## config.mk

```make
export PLATFORM = sky130hd
export DESIGN_NAME = mul16u_dot_acc_flat
export DESIGN_NICKNAME = d
export VERILOG_FILES = /design/src/rtl/mul16u_dot_acc_if.sv /design/src/rtl/mul16u_dot_acc.sv /design/src/flat_wrapper.sv
export SDC_FILE = /design/constraint.sdc
export NUM_CORES = 1
export LEC_CHECK = 0
export ABC_CLOCK_PERIOD_IN_PS = 6600
export CAP_MARGIN = 5
export CORE_ASPECT_RATIO = 1.5
export CORE_MARGIN = 2
export CORE_UTILIZATION = 60
export DETAILED_ROUTE_END_ITERATION = 6
export PLACE_DENSITY = 0.86
export SETUP_SLACK_MARGIN = 0.5
export SLEW_MARGIN = 30
export SYNTH_ARGS = -nofsm -noshare
export SYNTH_HDL_FRONTEND = slang
export SYNTH_SLANG_ARGS = --single-unit
```

## constraint.sdc

```tcl
create_clock -name clk -period 6.6 [get_ports clk]
set_input_delay 1.32 -clock clk [delete_from_list [all_inputs] [get_ports clk]]
set_output_delay 1.32 -clock clk [all_outputs]
set_load 0.05 [all_outputs]
```

## src/rtl/mul16u_dot_acc_if.sv

```systemverilog
// Product stream in, group-sum result out.
// master drives products and consumes results; slave is the accumulator.
interface mul16u_dot_acc_if #(
    parameter int ACC_W = 40
);
    logic             in_valid;
    logic             in_ready;
    logic [31:0]      in_prod;
    logic             in_last;
    logic             out_valid;
    logic             out_ready;
    logic [ACC_W-1:0] out_sum;
    logic [8:0]       out_cnt;
    logic             out_ovf;

    modport master (
        output in_valid, in_prod, in_last, out_ready,
        input  in_ready, out_valid, out_sum, out_cnt, out_ovf
    );

    modport slave (
        input  in_valid, in_prod, in_last, out_ready,
        output in_ready, out_valid, out_sum, out_cnt, out_ovf
    );
endinterface

```

## src/rtl/mul16u_dot_acc.sv

```systemverilog
// Saturating dot-product accumulator behind the approximate multipliers.
// Sums up to LEN products (plus optional bias) per group into one result.
module mul16u_dot_acc #(
    parameter int          LEN     = 16,
    parameter int          ACC_W   = 40,
    parameter int unsigned BIAS    = 622592,
    parameter bit          BIAS_EN = 1'b1
) (
    input logic              clk,
    input logic              rst,
    mul16u_dot_acc_if.slave  bus
);
    localparam logic [ACC_W:0] TERM_BIAS =
        BIAS_EN ? (ACC_W+1)'(BIAS) : '0;
    localparam logic [8:0] LAST_CNT = 9'(LEN - 1);

    logic [ACC_W-1:0] acc;
    logic [8:0]       cnt;
    logic             sat;

    logic             beat;
    logic             term;
    logic [ACC_W:0]   t;
    logic [ACC_W:0]   s;
    logic             flag;
    logic [ACC_W-1:0] res;

    // Accept whenever the output slot is empty or draining; never in reset.
    assign bus.in_ready = ~rst & (~bus.out_valid | bus.out_ready);

    assign beat = bus.in_valid & bus.in_ready;
    assign term = bus.in_last | (cnt == LAST_CNT);

    // Per-beat term and saturating sum, one bit wider to catch the carry.
    always_comb begin
        t    = (ACC_W+1)'(bus.in_prod) + TERM_BIAS;
        s    = {1'b0, acc} + t;
        flag = s[ACC_W] | sat;
        res  = flag ? '1 : s[ACC_W-1:0];
    end

    // Group accumulation and the result register with its handshake.
    always_ff @(posedge clk or posedge rst) begin
        if (rst) begin
            acc           <= '0;
            cnt           <= '0;
            sat           <= 1'b0;
            bus.out_valid <= 1'b0;
            bus.out_sum   <= '0;
            bus.out_cnt   <= '0;
            bus.out_ovf   <= 1'b0;
        end else begin
            if (bus.out_valid && bus.out_ready) begin
                bus.out_valid <= 1'b0;
            end
            if (beat) begin
                if (term) begin
                    bus.out_sum   <= res;
                    bus.out_cnt   <= cnt + 9'd1;
                    bus.out_ovf   <= flag;
                    bus.out_valid <= 1'b1;
                    acc           <= '0;
                    cnt           <= '0;
                    sat           <= 1'b0;
                end else begin
                    acc <= res;
                    sat <= flag;
                    cnt <= cnt + 9'd1;
                end
            end
        end
    end
endmodule

```

## src/flat_wrapper.sv

```systemverilog
// flat-port wrapper written by rule: the top's interface ports become plain ports
module mul16u_dot_acc_flat 
#(
    parameter int          LEN     = 16,
    parameter int          ACC_W   = 40,
    parameter int unsigned BIAS    = 622592,
    parameter bit          BIAS_EN = 1'b1
)
  (clk, rst, bus_in_valid, bus_in_prod, bus_in_last, bus_out_ready, bus_in_ready, bus_out_valid, bus_out_sum, bus_out_cnt, bus_out_ovf);
  mul16u_dot_acc_if #(.ACC_W(ACC_W)) bus_i ();
  input logic clk;
  input logic rst;
  input wire logic [$bits(bus_i.in_valid)-1:0] bus_in_valid;
  input wire logic [$bits(bus_i.in_prod)-1:0] bus_in_prod;
  input wire logic [$bits(bus_i.in_last)-1:0] bus_in_last;
  input wire logic [$bits(bus_i.out_ready)-1:0] bus_out_ready;
  output wire logic [$bits(bus_i.in_ready)-1:0] bus_in_ready;
  output wire logic [$bits(bus_i.out_valid)-1:0] bus_out_valid;
  output wire logic [$bits(bus_i.out_sum)-1:0] bus_out_sum;
  output wire logic [$bits(bus_i.out_cnt)-1:0] bus_out_cnt;
  output wire logic [$bits(bus_i.out_ovf)-1:0] bus_out_ovf;
  assign bus_i.in_valid = bus_in_valid;
  assign bus_i.in_prod = bus_in_prod;
  assign bus_i.in_last = bus_in_last;
  assign bus_i.out_ready = bus_out_ready;
  assign bus_in_ready = bus_i.in_ready;
  assign bus_out_valid = bus_i.out_valid;
  assign bus_out_sum = bus_i.out_sum;
  assign bus_out_cnt = bus_i.out_cnt;
  assign bus_out_ovf = bus_i.out_ovf;
  mul16u_dot_acc #(.LEN(LEN), .ACC_W(ACC_W), .BIAS(BIAS), .BIAS_EN(BIAS_EN)) u_core (.clk(clk), .rst(rst), .bus(bus_i));
endmodule
```

==> results of run 1 <==
==> per-stage QoR <==
step | hold WS [ps] | cells | util [%] | worst slack, ps
4_1_cts | 485 | 935 | 73.3 | 1220
3_5_place_dp | 469 | 919 | 70.6 | 876
5_1_grt | 505 | 935 | 73.3 | 766
6_report | 478 | 935 | 73.3 | 1130
3_3_place_gp | 461 | 919 | 70.6 | 1080
2_1_floorplan | 453 | 743 | - | 2360
==> cells in the final DEF (no fill, tap or decap), types with 4 or more instances in the layout <==
| master | Yosys | layout |
|---|---|---|
| ha_1 | 35 | 35 |
| clkbuf_16 | 0 | 9 |
| o21bai_1 | 4 | 4 |
| nor3_1 | 9 | 9 |
| o22a_1 | 4 | 4 |
| o21ai_1 | 8 | 8 |
| o21ai_0 | 104 | 104 |
| nand4_1 | 13 | 13 |
| nand2_1 | 128 | 126 |
| xor2_1 | 12 | 12 |
| clkdlybuf4s50_1 | 0 | 88 |
| nor2b_1 | 5 | 5 |
| inv_1 | 16 | 15 |
| a21o_1 | 9 | 9 |
| o211ai_1 | 10 | 10 |
| nor2_1 | 70 | 70 |
| a211oi_1 | 5 | 5 |
| xnor2_1 | 43 | 43 |
| buf_4 | 1 | 4 |
| dfrtp_1 | 101 | 101 |
| a31oi_1 | 13 | 13 |
| nand3_1 | 5 | 5 |
| nor3_2 | 4 | 4 |
| o21a_1 | 11 | 11 |
| a21oi_1 | 54 | 54 |
| and3_1 | 8 | 8 |
==> final timing paths <==
path	start	to	slack, ps	depth (start not counted)
worst max-delay path	bus_in_prod[15]	u_core.acc[34]	1130	18
worst min-delay path	u_core.bus.out_cnt[7]	u_core.bus.out_cnt[7]	480	2
worst max register to register	u_core.acc[0]	u_core.acc[34]	3080	12
worst min register to register	u_core.bus.out_cnt[7]	u_core.bus.out_cnt[7]	480	2
max in group asynchronous	rst	u_core.bus.out_sum[39]	4090	3
min in group asynchronous	rst	u_core.cnt[7]	1390	2
==> logic make-up (layout without fill, tap and decap cells) <==
group | count (synthesis) | after routing | synth area share, %
DFF | 101 | 101 | 40.5
buffers and inverters | 49 | 124 | 3.35
xor gates and xnor gates | 55 | 55 | 7.72
AOI/OAI and AO/OA | 240 | 240 | 22.6
and+or+nand+nor | 262 | 262 | 18.5
adders and majority gates | 36 | 36 | 7.34
==> metal layers <==
layer | track usage, % | share of wire [%]
met5 | 0 | 0
met4 | 9.77 | 1.7
met3 | 4.23 | 4.1
met2 | 51.6 | 53
met1 | 34.2 | 41
==> sequential cells by signal (all words and copies together), names as in the netlist <==
signal and flops:
u_core.acc 40, u_core.bus.out_sum 40, u_core.bus.out_valid 1, u_core.cnt 9
u_core.bus.out_ovf 1, u_core.bus.out_cnt 9, u_core.sat 1
==> worst max-delay path: cells and delay by family <==
| kind | cells | cell delay [ps] |
|---|---|---|
| XOR/XNOR | 1 | 160 |
| AND/OR/NAND/NOR | 7 | 1440 |
| AO/OA/AOI/OAI | 6 | 1680 |
| buffers and inverters | 2 | 540 |
| adder cells (fa/ha/maj) | 2 | 570 |
==> power breakdown <==
group / leakage, nW / switching (mW) / internal, mW
registers: 1.29 / 0.123 / 0.817
logic: 1.78 / 1.18 / 0.660
clock network: 0.140 / 0.248 / 0.263
==> cell type report <==
class / count / area [µm²] / share of cell area [%]
clock buffers: 10 / 229 / 3.08
multi-input cells: 593 / 3510 / 47.2
clock inverters: 6 / 51.3 / 0.690
well taps: 117 / 146 / 1.97
inverters: 16 / 62.6 / 0.842
flip-flops and latches: 101 / 2530 / 34.0
repair buffers: 92 / 911 / 12.3
==> impl_results.md, run 1 <==
* Final Cycle Share at 82.8%
* N_diodes at 0
* Async SR Flop Fraction at 100%
* Arr. time, crit path at 5700 ps
* Post-CTS Setup Bufs at 0
* IR drop worst, VDD at 0.270 mV
* Post-CTS sizing at 0
* Residual DRC count at 0
* TNS Setup at 0 ps
* Most frequent cell after synthesis: nand2_1
* Cell Pwr Density at ~440 nW/µm²
* CP Capture Type: flip-flop
* Slowest stage delay, CP at 710 ps
* Nets at 886
* Post-route ant nets at 0
* Area leader, netlist: dfrtp_1
* Slowest stage cell on the critical path: a21o_1
* Syn avg cell area at ~8.4 µm²
* Mapped Nets at ~800
* Outcome: complete, no violations
* Vias in the first global route at between 5,000 and 6,000
* Peak Freq at 183 MHz
* Yosys cell types at 54
* Fillers at 798
* CTS clk-pin slew, worst paths at 70 ps
* Share of layout cells above drive strength 1 at 4.16%
* CP Cell Sequence: clkdlybuf4s50_1 -> inv_1 -> ha_1 -> nor2_1 -> o21ai_0 -> nor2_1 -> and4_1 -> nand4_1 -> xnor2_1 -> ha_1 -> a21oi_1 -> o21ai_0 -> o21ai_0 -> a31o_1 -> a21o_1 -> nand2_1 -> nor3_1 -> nor3_2
* Synth Cell Area at 6240 µm²
* WL per Instance at 16.5 µm
* Starting Density at between 60% and 70%
* Core area at 10,100 µm²
* Number of enable flip-flop cells after synthesis at 0
* Main flop type after synthesis: dfrtp_1
* Worst Tran Pin Value at ~900 ps
* Hold WC Path Type: flip-flop to flip-flop
* Fin area at 7430 µm²
* Worst setup path category: input port to flip-flop
* Die H at about 130 µm
* Syn Inst Count at 743
* Clk Latency, worst-skew pair at 350 ps
* Port bufs at slightly below 90
* Total gr overflow at 0
* CTS Buf Count at 9
* CP required at 6840 ps
* Minimum clock period at 5470 ps
* Row count at between 40 and 50
* Die Wd at about 87 µm
* CTS H-tree lvls at 3
* First-pass GRT wire length at 25,700 µm
* All-Layer GR Usage at between 20 and 30%
* CP Launch Type: input port
* Yosys top cell area share at about two fifths
* CTS tree: built
* Vias per inst at 6.05
* Tot Pwr at 3.29 mW
* Drt initial violations at approximately 350
* GP Congestion at approximately 0.89
* Vias at 5,653
* Fin. max-slew vios at 0
* Io pins at 89
* Final hold vios at 0
* Area delta synth->final at 19.2%
* Drt total wl at between 15,000 and 20,000 µm
* Die area at 11,200 µm²
* Leak at ~3.2 nW
* #FFs+latches synth at 101
* Unrepaired setup endpoints after global routing: false
* TritonRoute pass-1 iters at 5
* Slew Limit Headroom at between 40% and 50%
* Cts hold-fix bufs at 0
* Pin count of the biggest net entering global routing at 79
* Final setup vio count at 0
* Dpl hpwl at approximately 11,000 µm
* Maximum Capacitance Violations at 0
* Synth top cells by count: 128 x nand2_1, 104 x o21ai_0, 101 x dfrtp_1, 70 x nor2_1, 54 x a21oi_1
* Clk_skew at around 13 ps
* CTS root buf: clkbuf_16
* CTS Sinks at 101
* Sequential area share after synthesis at between 40% and 50%
* Clk buf depth at 2
* Max FO, Critical Path at 28
* Area after DPL at 7150 µm²
* Top post-synthesis cells by area: dfrtp_1 41%, o21ai_0 8.3%, nand2_1 7.7%
* Top cell by count, worst path: o21ai_0
* Yosys warns at 0
* Initial antenna violation count at 0
Note: power is estimated with default switching activity, not from simulation.
==> run 2: changes to the inputs <==
- ABC_CLOCK_PERIOD_IN_PS: 6600 -> 5300
- CORE_UTILIZATION: 60 -> 55
- PLACE_DENSITY: 0.86 -> 0.79
- clock period: 6.6 -> 5.3 ns (I/O delays scaled with it)
==> impl_results.md, run 2 (synthesis gave the netlist of run 1 again) <==
* Outcome: complete, no violations (unchanged)
* N_diodes at 0 (unchanged)
* Die area at 12,200 µm² (was 11,200 µm²)
* Pin count of the biggest net entering global routing at 77 (was 79)
* Fin util at 68.8% (was 73.3%)
* Starting Density at 56.4% (was 61.5%)
* Leak at 3.27 nW (was 3.22 nW)
* Cell Pwr Density at 547 nW/µm² (was 443 nW/µm²)
* Maximum Capacitance Violations at 0 (unchanged)
* Tot Pwr at 4.16 mW (was 3.29 mW)
* TritonRoute pass-1 iters at 5 (unchanged)
* Clk buf depth at 2 (unchanged)
* R2r startpoint: u_core.acc[0] (unchanged)
* Hold path cells at 2 (unchanged)
* Vias per inst at 5.91 (was 6.05)
* Unrepaired setup endpoints after global routing: false (unchanged)
* Part of the power in combinational logic at 55.4% (was 55.9%)
* Area delta synth->final at 21.9% (was 19.2%)
* Worst setup path category: input port to flip-flop (unchanged)
* Port bufs at 88 (unchanged)
* CTS tree: built (unchanged)
* Drt total wl at 16,300 µm (was 15,400 µm)
* CTS H-tree lvls at 3 (unchanged)
* Die Wd at 91.0 µm (was 87.3 µm)
* R2R depth at 12 (unchanged)
* Fin area at 7600 µm² (was 7430 µm²)
* Fin. max-slew vios at 0 (unchanged)
* Commonest cells after routing, fill and taps aside: 126 x nand2_1, 101 x o21ai_0, 101 x dfrtp_1, 88 x clkdlybuf4s50_1, 69 x nor2_1 (was 126 x nand2_1, 104 x o21ai_0, 101 x dfrtp_1, 88 x clkdlybuf4s50_1, 70 x nor2_1)
* Final setup vio count at 0 (unchanged)
* IR drop worst, VDD at 0.342 mV (was 0.270 mV)
* CTS Buf Count at 9 (unchanged)
* Hold WC Path Type: flip-flop to flip-flop (unchanged)
* Initial antenna violation count at 0 (unchanged)
* Sequential Power Share at 28.3% (was 28.6%)
* Internal power at 2.22 mW (was 1.74 mW)
* Area after DPL at 7230 µm² (was 7150 µm²)
* NetSw at 1.93 mW (was 1.55 mW)
* Final hold vios at 0 (unchanged)
* All-Layer GR Usage at 27.7% (was 28.6%)
* Final Cycle Share at between 80% and 90%
* CP required at 5570 ps (was 6840 ps)
* First-pass GRT wire length at 27,300 µm (was 25,700 µm)
* # placed instances at 954 (was 919)
* Row count at 47 (was 45)
* CTS root buf: clkbuf_16 (unchanged)
* CP Capture Type: flip-flop (unchanged)
* Drt initial violations at 247 (was 353)
* Largest registers: u_core.acc (40), u_core.bus.out_sum (40) (unchanged)
* WL per Instance at 16.7 µm (was 16.5 µm)
* Commonest non-fill, non-tap cell in the layout: nand2_1 (unchanged)
* Fillers at 932 (was 798)
* Total gr overflow at 0 (unchanged)
* Vias at 5,769 (was 5,653)
* Sw Ratio at 46.5% (was 47.1%)
* Clock Power Share at 16.3% (was 15.5%)
* Post-route ant nets at 0 (unchanged)
* Slew Limit Headroom at 51.7% (was 41.7%)
* Dpl hpwl at 12,000 µm (was 11,300 µm)
* Core area at 11,100 µm² (was 10,100 µm²)
* Vias in the first global route at 5,730 (was 5,582)
* Worst hold-check slack at 481 ps (was 478 ps)
* GP Congestion at 0.922 (was 0.889)
* Io pins at 89 (unchanged)
* Post-Layout Cell Count at 976 (was 935)
* Min-delay src: u_core.bus.out_cnt[5] (was u_core.bus.out_cnt[7])
* Share of layout cells above drive strength 1 at 6.03% (was 4.16%)
* Residual DRC count at 0 (unchanged)
* Minimum clock period at 4510 ps
* Clk_skew at 9.91 ps (was 12.7 ps)
* Worst Tran Pin Value at 723 ps (was 875 ps)
* R2r endpoint: u_core.bus.out_sum[30] (was u_core.acc[34])
* Hold endpoint: u_core.bus.out_cnt[5] (was u_core.bus.out_cnt[7])
* Max FO, Critical Path at 6 (was 28)
* CTS clk-pin slew, worst paths at 70 ps (about the same)
* Peak Freq at 222 MHz
* Nets at 897 (was 886)
* Reg2Reg Setup Slack at 2130 ps (was 3080 ps)
* Die H at 134 µm (was 129 µm)
* CP Launch Type: input port (unchanged)
* CTS Sinks at 101 (unchanged)
* Arr. time, crit path at 4780 ps (was 5700 ps)
* Clk Latency, worst-skew pair at 350 ps (about the same)
-- run 2: power by group through the flow --
stage	sequential, mW	clock, mW	combinational [mW]
6_report	1.18	0.678	2.31
3_5_place_dp	1.19	0	2.27
2_1_floorplan	1.64	0	1.16
5_1_grt	1.21	0.718	2.51
3_3_place_gp	1.18	0	2.24
4_1_cts	1.18	0.685	2.29
-- run 2: worst max-delay path: stages --
cell and delay, ps:
clkdlybuf4s50_1 510, nand2_1 100, a21oi_2 150, o21a_1 210, inv_1 60, nor2_1 160
nand4_1 200, nor2_1 170, xor2_1 280, ha_2 290, nand2_1 120, a21boi_0 200
o21ai_0 100, a31o_2 220, a31oi_2 260, o211ai_1 190, buf_4 170, a21oi_2 130
a2bb2oi_1 180
-- run 2: metal layers --
metal | up-vias | routed length (µm) | global-route usage [%] | share of wire (%)
li1 | 2774 | - | - | -
met1 | 2763 | 6370 | 31.9 | 39
met2 | 188 | 8670 | 51.0 | 53
met3 | 44 | 803 | 4.21 | 4.9
met4 | 0 | 489 | 11.5 | 3.0
met5 | - | 0 | 0 | 0
-- run 2: metrics by stage --
| step | setup TNS [ps] | setup WS, ps |
|---|---|---|
| after CTS | 0 | 580 |
| after floorplan | 0 | 1320 |
| after global placement | 0 | 232 |
| after detailed placement | -38.3 | -38.3 |
| final | 0 | 795 |
| after global routing | 0 | 485 |
-- run 2: area by class of cell --
class / instances / area, µm² / share of cell area (%)
clock inverters: 4 / 55.1 / 0.724
flip-flops and latches: 101 / 2530 / 33.2
repair buffers: 103 / 993 / 13.1
inverters: 16 / 65.1 / 0.856
well taps: 147 / 184 / 2.42
multi-input cells: 593 / 3530 / 46.5
clock buffers: 12 / 246 / 3.24
-- run 2: worst max-delay path by stage --
stage               slack, ps       startpoint  depth (start not counted)                endpoint
finish                    790  bus_in_prod[17]                         19          u_core.acc[37]
global route              480  bus_in_prod[17]                         19  u_core.bus.out_sum[37]
CTS                       580  bus_in_prod[15]                         19          u_core.acc[37]
detailed placement        -40  bus_in_prod[15]                         19          u_core.acc[37]
global placement          230  bus_in_prod[15]                         19          u_core.acc[37]
floorplan                1320  bus_in_prod[15]                         19          u_core.acc[35]
-- run 2: repair_timing --
action                                  in CTS  in global routing
endpoints found under the setup margin      10                 39
pin swaps                                    0                  2
endpoints found under the hold margin        0                  0
cloned                                       0                  0
resized for setup                            2                  8
hold buffers                                 0                  0
setup buffers                                0                  6
==> run 3: changes to the inputs <==
==> constraint.sdc (replaced) <==
create_clock -name clk -period 5.3 [get_ports clk]
set_input_delay 1.59 -clock clk [delete_from_list [all_inputs] [get_ports clk]]
set_output_delay 1.59 -clock clk [all_outputs]
set_load 0.05 [all_outputs]
==> impl_results.md, run 3 (synthesis gave the netlist of run 1 again) <==
* Outcome: complete, no violations (unchanged)
* Worst path top cell family by delay: buffers and inverters (was compound AO/OA/AOI/OAI gates)
* Fillers at 876 (was 932)
* Final setup margin at 633 ps (was 795 ps)
* Hold WC Path Type: flip-flop to flip-flop (unchanged)
* CTS H-tree lvls at 3 (unchanged)
* Post-route ant nets at 0 (unchanged)
* Fin area at 8060 µm² (was 7600 µm²)
* CP Launch Type: input port (unchanged)
* Slowest stage cell on the critical path: clkdlybuf4s50_1 (unchanged)
* Pre-CTS setup slack at -157 ps (was -38.3 ps)
* Peak Freq at 214 MHz (was 222 MHz)
* CP Capture Type: flip-flop (unchanged)
* Clk buf depth at 2 (unchanged)
* Final Cycle Share at 88.1% (was 85.0%)
* Share of layout cells above drive strength 1 at 13.2% (was 6.03%)
* Fin. max-slew vios at 0 (unchanged)
* IR drop worst, VDD at 0.313 mV (was 0.342 mV)
* Starting Density at 56.4% (unchanged)
* Area of the multi-input gates at 3740 µm² (was 3530 µm²)
* Drt total wl at 17,100 µm (was 16,300 µm)
* Vias per inst at 5.82 (was 5.91)
* Leak at 3.50 nW (was 3.27 nW)
* Drt initial violations at 246 (was 247)
* Tot Pwr at 4.38 mW (was 4.16 mW)
* R2r endpoint: u_core.bus.out_sum[30] (unchanged)
* Clk Latency, worst-skew pair at 350 ps (about the same)
* CP bufs+invs at 4 (was 3)
* Arr. time, crit path at 4860 ps (was 4780 ps)
* Unrepaired setup endpoints after global routing: false (unchanged)
* Final hold vios at 0 (unchanged)
* Port bufs at 88 (unchanged)
* R2R depth at 13 (was 12)
* Vias in the first global route at 5,927 (was 5,730)
* WL per Instance at 17.1 µm (was 16.7 µm)
* Core area at 11,100 µm² (unchanged)
* CTS tree: built (unchanged)
* Hold path cells at 2 (unchanged)
* CP Cell Sequence: clkdlybuf4s50_1 -> nand4_1 -> nor2_2 -> and4_4 -> nand4_1 -> xnor2_2 -> ha_4 -> buf_4 -> a21boi_2 -> o21ai_1 -> a31o_2 -> a31oi_4 -> buf_6 -> o211ai_1 -> buf_4 -> o21ai_0 -> a2bb2oi_1 (was clkdlybuf4s50_1 -> nand2_1 -> a21oi_2 -> o21a_1 -> inv_1 -> nor2_1 -> nand4_1 -> nor2_1 -> xor2_1 -> ha_2 -> nand2_1 -> a21boi_0 -> o21ai_0 -> a31o_2 -> a31oi_2 -> o211ai_1 -> buf_4 -> a21oi_2 -> a2bb2oi_1)
* N_diodes at 0 (unchanged)
* TritonRoute pass-1 iters at 7 (was 5)
* Area after DPL at 7420 µm² (was 7230 µm²)
* Residual DRC count at 0 (unchanged)
* Worst Tran Pin Value at 891 ps (was 723 ps)
* CTS clk-pin slew, worst paths at 70 ps (about the same)
* Pin count of the biggest net entering global routing at 56 (was 77)
* Fin util at 72.9% (was 68.8%)
* Cts hold-fix bufs at 0 (unchanged)
* Area delta synth->final at 29.2% (was 21.9%)
* Final setup vio count at 0 (unchanged)
* Die area at 12,200 µm² (unchanged)
* Die Wd at 91.0 µm (unchanged)
* Register Area at 2530 µm² (unchanged)
* Largest registers: u_core.acc (40), u_core.bus.out_sum (40) (unchanged)
* Slew Limit Headroom at 40.4% (was 51.7%)
* Slowest stage delay, CP at 560 ps (was 510 ps)
* Hold endpoint: u_core.bus.out_sum[24] (was u_core.bus.out_cnt[5])
* Nets at 925 (was 897)
* Die H at 134 µm (unchanged)
* Min-delay src: u_core.bus.out_sum[24] (was u_core.bus.out_cnt[5])
* R2r startpoint: u_core.acc[0] (unchanged)
* Io pins at 89 (unchanged)
* Worst setup path category: input port to flip-flop (unchanged)
* CP required at 5490 ps (was 5570 ps)
* Total gr overflow at 0 (unchanged)
* CTS Buf Count at 9 (unchanged)
* Vias at 5,848 (was 5,769)
* Dpl hpwl at 12,900 µm (was 12,000 µm)
* Minimum clock period at 4670 ps (was 4510 ps)
* All-Layer GR Usage at 28.8% (was 27.7%)
* Cell Pwr Density at 544 nW/µm² (was 547 nW/µm²)
* Commonest non-fill, non-tap cell in the layout: nand2_1 (unchanged)
* Row count at 47 (unchanged)
* CTS Sinks at 101 (unchanged)
* Max FO, Critical Path at 5 (was 6)
* Reg2Reg Setup Slack at 2100 ps (was 2130 ps)
* GP Congestion at 0.936 (was 0.922)
* First-pass GRT wire length at 28,300 µm (was 27,300 µm)
* Maximum Capacitance Violations at 0 (unchanged)
* Clk_skew at 10.1 ps (was 9.91 ps)
* CTS root buf: clkbuf_16 (unchanged)
* Commonest cells after routing, fill and taps aside: 123 x nand2_1, 101 x dfrtp_1, 94 x o21ai_0, 83 x clkdlybuf4s50_1, 66 x nor2_1 (was 126 x nand2_1, 101 x o21ai_0, 101 x dfrtp_1, 88 x clkdlybuf4s50_1, 69 x nor2_1)
* Initial antenna violation count at 0 (unchanged)
[run 3: how the worst max path moves through the flow]
stage	from	cells past startpoint	end	slack, ps
floorplan	bus_in_prod[15]	19	u_core.acc[35]	790
CTS	bus_in_prod[15]	19	u_core.acc[36]	480
global placement	bus_in_prod[15]	20	u_core.bus.out_sum[39]	-180
detailed placement	bus_in_prod[15]	19	u_core.acc[36]	-160
finish	bus_in_prod[21]	17	u_core.acc[37]	630
global route	bus_in_prod[21]	18	u_core.acc[39]	500
[run 3: what timing repair did]
action	4_1_cts	5_1_grt
setup buffers	6	6
gates resized for setup	28	43
pin swaps	12	29
endpoints found under the hold margin	0	0
endpoints found under the setup margin	48	79
[run 3: worst register-to-register path, cell delays in order, from the launching register on]
cell and delay, ps:
dfrtp_1 380, ha_1 220, inv_1 80, fa_1 190
nand2b_1 170, a21oi_1 110, o31a_1 370, o22ai_1 350
nor2_1 150, a21oi_1 290, o21ai_1 190, buf_4 180
xnor2_1 240, a31oi_1 120
[run 3: stage by stage]
| step | cells | TNS (ps) | hold WS [ps] |
|---|---|---|---|
| after floorplan | 743 | 0 | 453 |
| after global placement | 976 | -913 | 463 |
| after detailed placement | 976 | -1400 | 471 |
| after CTS | 998 | 0 | 486 |
| after global routing | 1004 | 0 | 510 |
| final | 1004 | 0 | 480 |
[run 3: final cells by class]
cell class / count / share of cell area (%)
Clock inverter: 7 / 0.823
Tap cell: 147 / 2.28
Inverter: 16 / 0.776
Multi-Input combinational cell: 593 / 46.4
Timing Repair Buffer: 131 / 15.6
Clock buffer: 9 / 2.79
Sequential cell: 101 / 31.4
[run 3: metal layers]
metal  up-vias  part of all wire [%]  global-route usage (%)
met2       184                    55                    54.5
met3        28                   4.3                    5.00
met1      2803                    39                    32.2
met4         0                   2.5                    10.0
met5         -                     0                       0
li1       2833                     -                       -
[run 3: power by group]
part           switching (mW)  internal [mW]  leakage, nW  total (mW)
combinational            1.58          0.977         2.06        2.56
sequential              0.163           1.02         1.29        1.18
clock                   0.313          0.329        0.141       0.643
